$ cat config.mk
export PLATFORM = sky130hd
export DESIGN_NAME = uart_tx_scheduler
export DESIGN_NICKNAME = d
export VERILOG_FILES = /design/src/rtl/uart_tx_scheduler_pkg.sv /design/src/rtl/baud_tick_gen.sv /design/src/rtl/uart_tx_scheduler.sv
export SDC_FILE = /design/constraint.sdc
export NUM_CORES = 1
export LEC_CHECK = 0
export BUFFER_PORTS_ARGS = -buffer_cell sky130_fd_sc_hd__buf_2
export CORE_ASPECT_RATIO = 2
export CORE_MARGIN = 2
export CORE_UTILIZATION = 33
export DETAILED_ROUTE_END_ITERATION = 7
export PLACE_DENSITY_LB_ADDON = 0.3
export SETUP_SLACK_MARGIN = 0.5
export SLEW_MARGIN = 25
export SYNTH_ARGS = -nofsm -noshare
export SYNTH_HDL_FRONTEND = slang
export SYNTH_SLANG_ARGS = --single-unit
$ cat constraint.sdc
create_clock -name clk -period 1.8 [get_ports clk]
set_input_delay 0.27 -clock clk [delete_from_list [all_inputs] [get_ports clk]]
set_output_delay 0.27 -clock clk [all_outputs]
set_load 0.005 [all_outputs]
$ cat src/rtl/uart_tx_scheduler_pkg.sv
// Shared state encoding and line levels for the UART transmit scheduler.
// Imported by the scheduler top level.
package uart_tx_scheduler_pkg;

  typedef enum logic [2:0] {
    ST_IDLE,
    ST_FETCH,
    ST_LOAD,
    ST_START,
    ST_DATA,
    ST_PARITY,
    ST_STOP
  } state_t;

  localparam logic START_LVL = 1'b0;
  localparam logic STOP_LVL  = 1'b1;
  localparam logic IDLE_LVL  = 1'b1;

endpackage

$ cat src/rtl/baud_tick_gen.sv
// Bit-period counter: counts while run is high and pulses tick in the last
// clk cycle of every bit; held at zero while run is low.
module baud_tick_gen #(
  parameter int CLKS_PER_BIT = 16
) (
  input  logic clk,
  input  logic reset,
  input  logic run,
  output logic tick
);

  localparam int CW = (CLKS_PER_BIT > 1) ? $clog2(CLKS_PER_BIT) : 1;
  localparam logic [CW-1:0] LAST = CW'(CLKS_PER_BIT - 1);

  logic [CW-1:0] count;

  // NOTE: sequential state uses non-blocking assignments so every flop samples pre-edge values.
  always_ff @(posedge clk or posedge reset) begin
    if (reset) begin
      count <= '0;
    end else if (!run || count == LAST) begin
      count <= '0;
    end else begin
      count <= count + 1'b1;
    end
  end

  assign tick = run && (count == LAST);

endmodule

$ cat src/rtl/uart_tx_scheduler.sv
// Pops bytes from the TX FIFO and serialises each as start/data/[parity]/stop
// on txd, back-to-back while the FIFO has data and the transmitter is enabled.
module uart_tx_scheduler
  import uart_tx_scheduler_pkg::*;
#(
  parameter int CLKS_PER_BIT = 16,
  parameter int DATA_W       = 8,
  parameter bit PARITY_EN    = 1'b0,
  parameter bit PARITY_ODD   = 1'b0,
  parameter int STOP_BITS    = 1
) (
  input  logic              clk,
  input  logic              reset,
  input  logic              enable,
  input  logic              fifoEmpty,
  input  logic [DATA_W-1:0] fifoData,
  output logic              fifoReadEn,
  output logic              txd,
  output logic              busy,
  output logic              frameDone
);

  localparam int BW = $clog2(DATA_W + 1);
  localparam logic [BW-1:0] LAST_BIT = BW'(DATA_W - 1);
  localparam logic LAST_STOP = 1'(STOP_BITS - 1);

  state_t            state, state_next;
  logic [DATA_W-1:0] shift;
  logic [BW-1:0]     bit_idx;
  logic              stop_cnt;
  logic              parity_bit;
  logic              run, tick;

  assign run = (state == ST_START) || (state == ST_DATA) ||
               (state == ST_PARITY) || (state == ST_STOP);

  baud_tick_gen #(.CLKS_PER_BIT(CLKS_PER_BIT)) u_baud (
    .clk   (clk),
    .reset (reset),
    .run   (run),
    .tick  (tick)
  );

  always_ff @(posedge clk or posedge reset) begin
    if (reset) begin
      state      <= ST_IDLE;
      shift      <= '0;
      bit_idx    <= '0;
      stop_cnt   <= 1'b0;
      parity_bit <= 1'b0;
    end else begin
      state <= state_next;
      case (state)
        ST_LOAD: begin
          shift      <= fifoData;
          parity_bit <= (^fifoData) ^ PARITY_ODD;
          bit_idx    <= '0;
          stop_cnt   <= 1'b0;
        end
        ST_DATA: if (tick) begin
          shift   <= shift >> 1;
          bit_idx <= bit_idx + 1'b1;
        end
        ST_STOP: if (tick) stop_cnt <= stop_cnt + 1'b1;
        default: ;
      endcase
    end
  end

  // NOTE: every output gets a default before the case so no latch is inferred.
  always_comb begin
    state_next = state;
    fifoReadEn = 1'b0;
    txd        = IDLE_LVL;
    frameDone  = 1'b0;
    busy       = (state != ST_IDLE);
    case (state)
      ST_IDLE:  if (enable && !fifoEmpty) state_next = ST_FETCH;
      ST_FETCH: begin
        fifoReadEn = 1'b1;
        state_next = ST_LOAD;
      end
      ST_LOAD:  state_next = ST_START;
      ST_START: begin
        txd = START_LVL;
        if (tick) state_next = ST_DATA;
      end
      ST_DATA: begin
        txd = shift[0];
        if (tick && bit_idx == LAST_BIT) state_next = PARITY_EN ? ST_PARITY : ST_STOP;
      end
      ST_PARITY: begin
        txd = parity_bit;
        if (tick) state_next = ST_STOP;
      end
      ST_STOP: begin
        txd = STOP_LVL;
        if (tick && stop_cnt == LAST_STOP) begin
          frameDone  = 1'b1;
          state_next = (enable && !fifoEmpty) ? ST_FETCH : ST_IDLE;
        end
      end
      default: state_next = ST_IDLE;
    endcase
  end

endmodule
==> out/qor.yml <==
p_switching_w: 0.000733
initial_core_util: 0.345
finalSetupViolCount: 0
antenna_cells: 0
io_pins: 16
max_slew.worst_pin.slew_ns: 0.287
port_buffers: 15
slew_viol_final: 0
clk_latency_ns: 0.26
dpl.hpwl_um: 1930
drv_cap: 0
multiInputGateArea_sq_um: 787
finalHoldViolations: 0
critPathCaptureType: "register"
sequentialPowerShare: 0.349
required_ns: 1.95
detail-route-antenna-nets: 0
cts_buffers: 3
synth_seq_cells: 21
fin_crit_sh: 0.894
synth_most_common_cell: "dfrtp_1"
synth_top_area_cell: "dfrtp_1"
htree_levels: 1
p_int_w: 0.00140
synth_cell_types: 36
grt_pass1_wl_um: 4660
numPlacedInstances: 188
worst_ir_drop_vdd_mv: 0.598
synth_area_per_cell_sq_um: 10.2
clock_power_share: 0.147
max_freq_ghz: 0.621
synth_top_flop_cell: "dfrtp_1"
tritoncts: "done"
vias_per_cell: 4.90
dr.pass1.iters: 4
cts_root_buf: "clkbuf_8"
switching_share: 0.343
register_area_sq_um: 528
yosys.area.top_type_share: 0.423
grt_setup_unrepaired: "yes"
cts.sinks: 21
synth_fp_nets: 136
core_sq_um: 3610
grt-ovfl-total: 0
finalClockSkew_ns: 0.00169
die_h_um: 90.8
crit_arrival_ns: 1.76
fillers: 335
path_max_fanout: 8
synth-async-reset-ratio: 1.00
p_total_w: 0.00214
critPathKind: "register to register"
startpoint_type: "register"
syn_inst: 122
slew_headroom: 0.809
wirelength_um: 2900
netlist_area_sq_um: 1240
gp_congestion: 0.764
layout.nets: 176
grt_start_max_net_pins: 22
vias: 1029
design.die.area_sq_um: 4310
drc: 0
clk_path_buf_depth: 2
setup-tns-final_ns: 0
grt_pass1_vias: 1054
final_cells: 210
grt_use_total: 0.145
synth_area_leaders: "dfrtp_1, mux2_2, xnor2_1"
drive_gt1_frac: 0.484
fin_util: 0.490
antenna_found_initial: 0
period_needed_ns: 1.61
power.density_nw_per_um2: 1210
wl_per_cell_um: 13.8
syn2layout_area_growth_pct: 42.1
die_w_um: 47.4
drt-initial-drc-count: 17
clkTransAtPathRegs_ns: 0.08
outcome: "finished clean"
hold_path_class: "input port to asynchronous set/reset pin"
pwr-share-comb: 0.504
yosys-top-cells-count: "dfrtp_1, mux2_2, nor2_1, o21ai_0, xnor2_1"
seq_area_frac_synth: 0.423
ys_warn_count: 0
synth-edff-count: 0
p_leak_nw: 0.839
row_count: 31
==> sequential cells by signal, indices dropped and copies added, names as in the netlist <==
name / count
state: 3
u_baud.count: 4
shift: 8
parity_bit: 1
stop_cnt: 1
bit_idx: 4
==> cell usage in the layout (no fill, tap or decap), drive strengths merged <==
master and instances:
buf 42, dfrtp 21, mux2 14, nor2 11, xnor2 8, o21ai 8, inv 6, a21oi 5
mux2i 4, nand3 4, nand2 4, nor3 4, clkbuf 3, a211o 2, a21o 2, nor3b 2
xor2 2, nand2b 2, ha 2, nand4 1, and2b 1, and3 1, and3b 1, nor2b 1
a2bb2oi 1, o2bb2ai 1, a32o 1, or3 1, o22a 1, and2 1, or2 1, a22o 1
o32ai 1, clkinv 1
==> stage by stage <==
stage,hold slack [ns],worst slack (ns),cell area (sq um)
floorplan,0.247,0.262,1330
global placement,0.327,0.0840,1480
detailed placement,0.324,0.107,1480
CTS,0.0396,0.194,1670
global route,0.0577,0.134,1770
finish,0.0324,0.190,1770
==> routing by layer <==
metal	vias to the layer above	part of all wire	global-route usage
met5	-	0	0
met4	0	0.010	0.0556
met3	2	0.028	0.0180
met2	18	0.57	0.251
met1	507	0.39	0.165
li1	502	-	-
==> critical path: stages (launching register included) <==
cell and delay, ns:
dfrtp_2 0.46, buf_12 0.14, buf_4 0.13, mux2i_1 0.15, and2b_1 0.16, buf_6 0.15
mux2_4 0.31
==> power groups by stage <==
stage                     logic (W)  registers (W)  clock network [W]
after floorplan            0.000672       0.000716                  0
after global placement     0.000789       0.000752                  0
after detailed placement   0.000798       0.000757                  0
after CTS                  0.000999       0.000745           0.000327
after global routing        0.00117       0.000766           0.000352
final                       0.00108       0.000745           0.000314
==> worst paths after layout <==
kind                                      start                     end  slack, ns  cells past startpoint
max                        state[2]$_DFFE_PP0P_    shift[0]$_DFFE_PP0P_       0.19                      6
min                                       reset  bit_idx[1]$_DFFE_PP0P_       0.03                      3
max reg2reg                state[2]$_DFFE_PP0P_    shift[0]$_DFFE_PP0P_       0.19                      6
min reg2reg                shift[6]$_DFFE_PP0P_    shift[6]$_DFFE_PP0P_       0.52                      1
max in group asynchronous                 reset    state[2]$_DFFE_PP0P_       1.53                      3
min in group clk                    fifoData[7]    shift[7]$_DFFE_PP0P_       0.35                      3
==> kinds of logic after synthesis <==
family | count (synthesis) | synth area share
adders and majority gates | 2 | 0.0201
xor gates and xnor gates | 10 | 0.0704
buffers and inverters | 13 | 0.0533
muxes | 18 | 0.159
AOI/OAI and AO/OA | 23 | 0.122
and+or+nand+nor | 35 | 0.153
DFF | 21 | 0.423
==> final cells by class <==
cell class | count | area share
clock buffers | 3 | 0.0234
clock inverters | 1 | 0.00283
inverters | 6 | 0.0127
multi-input cells | 88 | 0.445
flip-flops and latches | 21 | 0.299
well taps | 49 | 0.0347
repair buffers | 42 | 0.182
==> timing repair <==
action,in CTS,in global routing
setup endpoints to repair,20,22
pin swaps,4,10
resized for setup,13,17
gates cloned,0,1
buffers inserted,12,5
hold buffers,0,0
No activity file was read; power rests on OpenSTA's default activity.
